File: src/rtl/rom_pkg.sv
// Shared definitions for the run-time loadable 8x8 lookup table.
package rom_pkg;

  localparam int ADDR_W = 3;
  localparam int DATA_W = 8;
  localparam int LEN_W  = 4;

  // Load FSM state encoding
  typedef enum logic [1:0] {
    ST_IDLE = 2'd0,
    ST_LOAD = 2'd1,
    ST_DONE = 2'd2
  } state_e;

endpackage

File: src/rtl/rom_writer_regfile.sv
// Flop-based table: one write port, one registered read port.
// A read and a write to the same entry on one edge return the old entry.
module rom_writer_regfile
  import rom_pkg::*;
#(
  parameter int AW = ADDR_W,
  parameter int DW = DATA_W
) (
  input  logic          clk,
  input  logic          rst_n,
  input  logic          we_i,
  input  logic [AW-1:0] waddr_i,
  input  logic [DW-1:0] wdata_i,
  input  logic [AW-1:0] raddr_i,
  output logic [DW-1:0] rdata_o
);

  localparam int DEPTH = 1 << AW;

  logic [DW-1:0] mem_q [DEPTH];
  logic [DW-1:0] rdata_q;

  // Table entries: cleared on reset, written on we_i
  always_ff @(posedge clk or negedge rst_n) begin
    if (!rst_n) begin
      for (int i = 0; i < DEPTH; i++) begin
        mem_q[i] <= '0;
      end
    end else if (we_i) begin
      mem_q[waddr_i] <= wdata_i;
    end
  end

  // Registered read, samples the pre-write contents
  always_ff @(posedge clk or negedge rst_n) begin
    if (!rst_n) begin
      rdata_q <= '0;
    end else begin
      rdata_q <= mem_q[raddr_i];
    end
  end

  assign rdata_o = rdata_q;

endmodule

File: src/rtl/rom_writer.sv
// Loadable lookup table: a byte stream is written to auto-incrementing
// addresses starting at start_addr, with a registered lookup port.
//
// state   | meaning
// --------+------------------------------------------------
// IDLE    | waiting for start; write pointer/count latched on start
// LOAD    | accepting bytes, one per cycle while in_valid is high
// DONE    | one-cycle completion pulse, then back to IDLE
module rom_writer
  import rom_pkg::*;
#(
  parameter int ADDR_W = rom_pkg::ADDR_W,
  parameter int DATA_W = rom_pkg::DATA_W,
  parameter int LEN_W  = rom_pkg::LEN_W
) (
  input  logic              clk,
  input  logic              rst_n,
  input  logic              start,
  input  logic [ADDR_W-1:0] start_addr,
  input  logic [LEN_W-1:0]  len,
  input  logic              in_valid,
  input  logic [DATA_W-1:0] in_data,
  output logic              in_ready,
  output logic              busy,
  output logic              done,
  output logic [LEN_W-1:0]  wr_count,
  input  logic [ADDR_W-1:0] rd_addr,
  output logic [DATA_W-1:0] rd_data
);

  localparam logic [LEN_W-1:0] DEPTH_L = LEN_W'(1 << ADDR_W);

  state_e              state_q;
  logic [ADDR_W-1:0]   ptr_q;
  logic [ADDR_W-1:0]   ptr_d;
  logic [LEN_W-1:0]    rem_q;
  logic [LEN_W-1:0]    wr_count_q;
  logic [LEN_W-1:0]    len_clamped;
  logic                xfer;

  // Longer bursts are clipped so each entry is written at most once
  assign len_clamped = (len > DEPTH_L) ? DEPTH_L : len;
  assign xfer        = (state_q == ST_LOAD) && in_valid;
  assign ptr_d       = ptr_q + ADDR_W'(1);

  // Load FSM with write pointer, remaining count and written count
  always_ff @(posedge clk or negedge rst_n) begin
    if (!rst_n) begin
      state_q    <= ST_IDLE;
      ptr_q      <= '0;
      rem_q      <= '0;
      wr_count_q <= '0;
    end else begin
      case (state_q)
        ST_IDLE: begin
          if (start) begin
            ptr_q      <= start_addr;
            rem_q      <= len_clamped;
            wr_count_q <= '0;
            state_q    <= (len_clamped == '0) ? ST_DONE : ST_LOAD;
          end
        end
        ST_LOAD: begin
          if (in_valid) begin
            ptr_q      <= ptr_d;
            rem_q      <= rem_q - LEN_W'(1);
            wr_count_q <= wr_count_q + LEN_W'(1);
            if (rem_q == LEN_W'(1)) begin
              state_q <= ST_DONE;
            end
          end
        end
        ST_DONE: state_q <= ST_IDLE;
        default: state_q <= ST_IDLE;
      endcase
    end
  end

  assign in_ready = (state_q == ST_LOAD);
  assign busy     = (state_q == ST_LOAD);
  assign done     = (state_q == ST_DONE);
  assign wr_count = wr_count_q;

  rom_writer_regfile #(
    .AW (ADDR_W),
    .DW (DATA_W)
  ) u_regfile (
    .clk     (clk),
    .rst_n   (rst_n),
    .we_i    (xfer),
    .waddr_i (ptr_q),
    .wdata_i (in_data),
    .raddr_i (rd_addr),
    .rdata_o (rd_data)
  );

endmodule

File: config.mk
export PLATFORM = sky130hd
export DESIGN_NAME = rom_writer
export DESIGN_NICKNAME = d
export VERILOG_FILES = /design/src/rtl/rom_pkg.sv /design/src/rtl/rom_writer_regfile.sv /design/src/rtl/rom_writer.sv
export SDC_FILE = /design/constraint.sdc
export NUM_CORES = 1
export LEC_CHECK = 0
export ABC_AREA = 1
export BUFFER_PORTS_ARGS = -buffer_cell sky130_fd_sc_hd__clkbuf_2
export CORE_MARGIN = 4
export CORE_UTILIZATION = 45
export DETAILED_ROUTE_END_ITERATION = 8
export GPL_ROUTABILITY_DRIVEN = 0
export PLACE_DENSITY_LB_ADDON = 0.12
export REMOVE_ABC_BUFFERS = 1
export SYNTH_ARGS = -nofsm -noshare
export SYNTH_HDL_FRONTEND = slang
export SYNTH_SLANG_ARGS = --single-unit
File: constraint.sdc
create_clock -name clk -period 1.24 [get_ports clk]
set_input_delay 0.31 -clock clk [delete_from_list [all_inputs] [get_ports clk]]
set_output_delay 0.31 -clock clk [all_outputs]
set_load 0.005 [all_outputs]
==> key figures, run 1 <==
Job
  • Max-cap violations: 0

Setup path
  • Flop-to-flop setup slack: -0.20 ns
  • Worst path cell trace: buf_6 > nor2_4 > clkbuf_2
  • Startpoint Class: flop
  • Reg2Reg Depth: 8
  • WS Path Type: reg -> out
  • Slowest stage delay, CP: 0.43 ns
  • Critical path data required time: slightly above 0.9 ns
  • Crit path max-delay cell type: dfrtp_1
  • Crit-path max FO: 3
  • Critical R2R Launch: state_q[1]$_DFFE_PN0P_
  • Top cell family by delay on the critical path: flip-flops
  • Worst EP arrival: between 1 and 1.5 ns
  • CP bufs+invs: 2
  • Setup crit end kind: output pin
  • RR Endpoint: u_regfile.mem_q[53]$_DFFE_PN0P_

Clock tree
  • Inserted Clock Buffers: 9
  • CTS Root Buffer Type: clkbuf_8
  • Clk Latency, worst-skew pair: between 0.3 and 0.4 ns
  • Clock Tree Buf Depth: 2
  • Sink Count: 85
  • CTS tree: done
  • Clock transition at path regs: about 0.1 ns
  • Htree depth: 3

Die
  • Full die area: approximately 11,000 um^2
  • FP Rows: 34
  • Number of I/O pins: 37
  • Die H: 104 um
  • Core area: 8850 um^2
  • Width of the die: just over 100 um
  • Initial Utilization: 0.467

Detailed routing
  • Drt pass-1 iters: 5
  • Avg WL per Cell: between 15 and 20 um
  • DRC Markers: 0
  • 1st-iter DRT viols: 205
  • Vias: around 3,700
  • Final ANT Viol Nets: 0
  • Via density: ~5.3
  • Drt total wl: around 12,000 um

Logic synthesis
  • Sequential-to-total area share from yosys stat: 0.515
  • Yosys cell types: 26
  • Mapped Area: roughly 4100 um^2
  • Mapped Cells: about 500
  • Syn_area_per_cell: around 8 um^2
  • Ys Warns: 0
  • FF+latch count, synth: 85

Hold path
  • WHS Path Cells: 3
  • Hold EP: u_regfile.mem_q[4]$_DFFE_PN0P_
  • Hold_sp: in_data[4]
  • Worst hold path type: in -> reg

STA
  • Final worst path period need: between 1 and 1.5 ns
  • Worst Tran Pin Value: between 0.4 and 0.5 ns
  • RSZ-0062 raised after global routing: yes
  • Worst clock skew: about 0.013 ns
  • Crit share post-route: 1.17
  • Final Hold Viols: 0
  • Slew HR: 0.675
  • Final count of negative-setup-slack endpoints: 73
  • Max-slew violations: 0
  • Min setup slack post-route: -0.206 ns
  • Max Fclk: between 0.6 and 0.7 GHz

Outcome
  • Status: finished with violations
  • Failing checks: negative setup slack

Layout
  • Fin nets: 617
  • Area Overhead vs Synth: 33.6%
  • Antenna cells: 0
  • Final non-filler cell total: 704
  • Ratio of cells with drive above 1 in the final layout: 0.352
  • Fillers: 749
  • Commonest non-fill, non-tap cell in the layout: nand2_1
  • Most frequent cells in the layout: nand2_1, dfrtp_1, nand2_2

Global route
  • First-pass GRT wire length: ~18,000 um
  • Vias in the first global route: 3,473
  • Initial antenna violation count: 0
  • Grt total ovfl: 0
  • Largest net degree at the start of global routing: 86
  • Tot GR Track Use: 0.207

Place
  • Buffers on Ports: 36
  • Dpl cells: 658
  • HPWL Detailed: roughly 6000 um

Power
  • Pwr Density: 2260 nW/um^2
  • Pleak: approximately 2.8 nW
  • Total power: between 10 and 15 mW
  • Max VDD drop: 912 uV
## final cells by class
class | instances | area (um^2) | share of cell area
flip-flops and latches | 85 | 2130 | 0.386
clock buffers | 10 | 138 | 0.0249
repair buffers | 80 | 662 | 0.120
clock inverters | 6 | 93.8 | 0.0170
multi-input cells | 373 | 2170 | 0.394
inverters | 42 | 189 | 0.0342
well taps | 108 | 135 | 0.0245
## flip-flops by register name, summed over array words and instances (netlist names)
name and cells:
u_regfile.rdata_o 8, state_q 2, ptr_q 3, u_regfile.mem_q 64
wr_count 4, rem_q 4
## worst max-delay path by stage
stage	endpoint	slack (ns)	startpoint	cells after the start
floorplan	wr_count[0]$_DFFE_PN0P_	-0.07	state_q[1]$_DFFE_PN0P_	6
finish	in_ready	-0.21	state_q[1]$_DFFE_PN0P_	3
CTS	done	-0.22	state_q[0]$_DFFE_PN0P_	3
global route	u_regfile.mem_q[53]$_DFFE_PN0P_	-0.26	state_q[1]$_DFFE_PN0P_	8
detailed placement	u_regfile.mem_q[14]$_DFFE_PN0P_	-0.10	state_q[1]$_DFFE_PN0P_	6
global placement	u_regfile.mem_q[14]$_DFFE_PN0P_	-0.06	in_valid	6
## layer usage
metal	track usage	vias up	wire length [um]
li1	-	1790	-
met1	0.285	1786	5040
met2	0.336	107	5760
met3	0.0286	23	558
met4	0.0741	0	263
met5	0	-	0
## synth_stat cells, drive strengths merged
cell / n / share of area
clkbuf: 8 / 0.0073
nand4: 3 / 0.0045
nand2: 225 / 0.21
nand3: 22 / 0.039
nor2: 21 / 0.027
xnor2: 1 / 0.0021
buf: 13 / 0.027
a21boi: 1 / 0.0018
xor2: 1 / 0.0021
ha: 4 / 0.012
or2: 1 / 0.0015
dfrtp: 85 / 0.51
o21ai: 87 / 0.11
inv: 42 / 0.039
## tightest hold or removal path, cell delays in order
cell and delay (ns):
clkbuf_2 0.11, nand2_4 0.05, o21ai_2 0.04
## what timing repair did
| item | 4_1_cts | 5_1_grt |
|---|---|---|
| setup endpoints to repair | 69 | 81 |
| resized for setup | 30 | 109 |
| endpoints found under the hold margin | 30 | 0 |
| hold buffers | 1 | 0 |
| cloned | 4 | 4 |
| pin swaps | 1 | 17 |
| buffers inserted | 11 | 12 |
## through the flow
stage / TNS, ns / setup slack [ns] / cell area [um^2] / util / hold slack, ns
final: -8.05 / -0.206 / 5520 / 0.624 / 0.173
after global routing: -13.63 / -0.263 / 5520 / 0.624 / 0.169
after CTS: -3.64 / -0.220 / 5000 / 0.566 / 0.157
after detailed placement: -1.97 / -0.104 / 4520 / 0.511 / 0.382
after global placement: -0.735 / -0.0641 / 4520 / 0.511 / 0.389
after floorplan: -0.390 / -0.0700 / 3990 / - / 0.0144
## power breakdown
part           switching, mW  internal [mW]  leakage [nW]
Sequential             0.899           3.99          1.07
Clock                   1.10           1.21         0.113
Combinational           2.87           2.41          1.60
Total                   4.87           7.62          2.78
## logic make-up after synthesis
| family | after synthesis | synth area share |
|---|---|---|
| AND/OR/NAND/NOR | 272 | 0.282 |
| AO/OA/AOI/OAI | 88 | 0.114 |
| flip-flops | 85 | 0.515 |
| buffers and inverters | 63 | 0.0729 |
| adder cells (fa/ha/maj) | 4 | 0.0121 |
| XOR/XNOR | 2 | 0.00424 |
Power figures use the tool's default switching activity.
==> inputs of run 2 (changes only) <==
Settings changed: SYNTH_HIERARCHICAL from default to 1.
==> key figures, run 2 <==
Setup path
  • Critical R2R Launch: state_q[1]$_DFFE_PN0P_
  • Crit path from: state_q[1]$_DFFE_PN0P_
  • Setup crit end kind: output pin
  • Startpoint Class: flop
  • WS Path Type: reg -> out
  • Worst EP arrival: 1.15 ns (about the same)
  • Critical path data required time: 0.93 ns (about the same)
  • Crit-path max FO: 3 (unchanged)

Layout
  • Max FFs per register: 64 (unchanged)
  • Post-layout util: 0.621 (-0.00299)
  • Most frequent cells in the layout: nand2_1, inv_1, dfrtp_1
  • Commonest non-fill, non-tap cell in the layout: nand2_1
  • Fillers: 762 (+1.7%)
  • Final instance area: 5520 um^2 (unchanged)
  • Most flop-heavy register: u_regfile/mem_q
  • Fin nets: 660 (+7.0%)
  • Area Overhead vs Synth: 31.7%
  • Antenna cells: 0 (unchanged)
  • Ratio of cells with drive above 1 in the final layout: 0.284 (-0.0682)

Detailed routing
  • Avg WL per Cell: 13.8 um (-16%)
  • Final ANT Viol Nets: 0 (unchanged)
  • Drt total wl: 10,300 um (-11%)
  • 1st-iter DRT viols: 163 (-20%)
  • Vias: 3,656 (-1.3%)
  • DRC Markers: 0 (unchanged)
  • Via density: 4.91 (-6.8%)
  • Drt pass-1 iters: 4 (-1)

Logic synthesis
  • Syn_area_per_cell: 7.50 um^2 (-6.7%)
  • Ys Warns: 6 (+6)
  • Asr flop ratio synth: 1.00 (unchanged)
  • FF+latch count, synth: 85 (unchanged)
  • Post-synth EDFFs: 0 (unchanged)
  • Area leader, netlist: dfrtp_1
  • Synth cell count leaders: nand2_1, inv_1, dfrtp_1
  • Count leader, synth: nand2_1
  • Top_reg_cell synth: dfrtp_1
  • Sequential-to-total area share from yosys stat: 0.507 (-0.00722)
  • Mapped Area: 4190 um^2 (+1.4%)
  • Mapped Cells: 559 (+8.8%)
  • Yosys cell types: 26 (unchanged)
  • Area share of the largest cell type after synthesis: 0.507 (-0.00722)
  • Dominant cells by area after synthesis: dfrtp_1, nand2_1, inv_1, o21ai_0, nand3_1

STA
  • RSZ-0062 raised after global routing: yes
  • Crit share post-route: 1.18 (+0.0108)
  • Max Fclk: 0.685 GHz (-0.92%)
  • Final Hold Viols: 0 (unchanged)
  • Min setup slack post-route: -0.220 ns (-0.0134 ns)
  • Final worst path period need: 1.46 ns (+0.0134 ns)
  • Slew HR: 0.569 (-0.106)
  • Worst clock skew: 0.00785 ns (-0.00495 ns)
  • Max-slew violations: 0 (unchanged)
  • Worst Tran Pin Value: 0.646 ns (+0.159 ns)
  • Final count of negative-setup-slack endpoints: 79 (+8.2%)

Hold path
  • Hold_sp: in_data[5]
  • Worst hold path type: in -> reg

Die
  • Full die area: 10,900 um^2 (+1.3%)
  • FP Rows: 34 (unchanged)
  • Initial Utilization: 0.472 (+0.00438)
  • Width of the die: 105 um (+0.65%)
  • Die H: 105 um (+0.65%)
  • Number of I/O pins: 37 (unchanged)
  • Core area: 8890 um^2 (+0.48%)

Power
  • Max VDD drop: 1340 uV (+47%)
  • Pwr Density: 2150 nW/um^2 (-4.9%)
  • Pleak: 2.93 nW (+5.4%)
  • Total power: 11.9 mW (-4.9%)

Job
  • Max-cap violations: 0 (unchanged)

Clock tree
  • Inserted Clock Buffers: 9 (unchanged)
  • CTS tree: done
  • Clock transition at path regs: 0.08 ns (-0.02 ns)
  • Sink Count: 85 (unchanged)
  • CTS Root Buffer Type: clkbuf_8
  • Clock Tree Buf Depth: 2 (unchanged)
  • Htree depth: 3 (unchanged)
  • Clk Latency, worst-skew pair: 0.36 ns (about the same)

Global route
  • First-pass GRT wire length: 17,500 um (-1.4%)
  • Vias in the first global route: 3,624 (+4.3%)
  • Initial antenna violation count: 0 (unchanged)
  • Tot GR Track Use: 0.201 (-0.00576)
  • Grt total ovfl: 0 (unchanged)
  • Largest net degree at the start of global routing: 33 (-62%)

Outcome
  • Failing checks: negative setup slack
  • Status: finished with violations

Place
  • Pre-CTS setup slack: -0.131 ns (-0.0264 ns)
  • Post-DP Area: 4710 um^2 (+4.2%)
  • HPWL Detailed: 6650 um (+11%)
  • Buffers on Ports: 36 (unchanged)
[run 2: final cells by class]
class / count / area [um^2] / share of cell area
Inverter: 93 / 374 / 0.0677
Tap cell: 108 / 135 / 0.0245
Sequential cell: 85 / 2130 / 0.386
Multi-Input combinational cell: 360 / 1880 / 0.340
Clock buffer: 10 / 128 / 0.0231
Timing Repair Buffer: 84 / 792 / 0.143
Timing Repair inverter: 1 / 11.3 / 0.00204
Clock inverter: 4 / 75.1 / 0.0136
[run 2: routing by layer]
| layer | part of all wire | vias to the layer above | track usage | routed length (um) |
|---|---|---|---|---|
| met5 | 0 | - | 0 | 0 |
| met4 | 0.016 | 0 | 0.0741 | 166 |
| met3 | 0.039 | 13 | 0.0329 | 399 |
| met2 | 0.50 | 59 | 0.337 | 5150 |
| met1 | 0.45 | 1720 | 0.265 | 4600 |
| li1 | - | 1864 | - | - |
[run 2: cell families (layout without fill, tap and decap cells)]
family          Yosys count  in the layout  synth area share
buf+inv                 114            192             0.116
flops                    85             85             0.507
simple gates            283            283             0.277
fa+ha+maj                 4              4            0.0119
compound gates           72             72            0.0859
xor+xnor                  1              1           0.00209
[run 2: stage by stage]
stage	setup TNS, ns	cells	hold slack, ns
final	-10.45	745	0.164
after global routing	-16.15	745	0.153
after CTS	-9.37	741	0.158
after detailed placement	-6.56	713	0.185
after global placement	-4.77	713	0.183
after floorplan	-10.57	538	0.0144
[run 2: worst paths after layout]
| kind | end | slack [ns] | cells after the start |
|---|---|---|---|
| setup / recovery | busy | -0.22 | 5 |
| hold / removal | u_regfile/mem_q[5]$_DFFE_PN0P_ | 0.16 | 3 |
| setup reg to reg | u_regfile/mem_q[11]$_DFFE_PN0P_ | -0.20 | 10 |
| hold reg to reg | u_regfile/mem_q[44]$_DFFE_PN0P_ | 0.49 | 2 |
| max in group asynchronous | u_regfile/rdata_o[4]$_DFF_PN0_ | 0.46 | 3 |
| min in group asynchronous | u_regfile/mem_q[7]$_DFFE_PN0P_ | 0.34 | 2 |
[run 2: what timing repair did]
| action | 4_1_cts | 5_1_grt |
|---|---|---|
| hold endpoints to repair | 10 | 0 |
| hold buffers | 1 | 0 |
| cloned | 3 | 2 |
| pin swaps | 5 | 8 |
| buffers inserted | 12 | 4 |
| endpoints found under the setup margin | 71 | 80 |
| resized for setup | 124 | 59 |
[run 2: critical path, cell delays in order (launching register included)]
cell and delay, ns:
dfrtp_1 0.39, inv_2 0.07, buf_6 0.11, nand2_4 0.05, inv_4 0.07, buf_6 0.09
[run 2: power by group]
| part | internal (mW) | switching, mW | leakage (nW) | total [mW] |
|---|---|---|---|---|
| sequential | 3.92 | 0.730 | 1.07 | 4.65 |
| combinational | 2.41 | 2.71 | 1.77 | 5.12 |
| clock | 1.11 | 0.992 | 0.0945 | 2.10 |
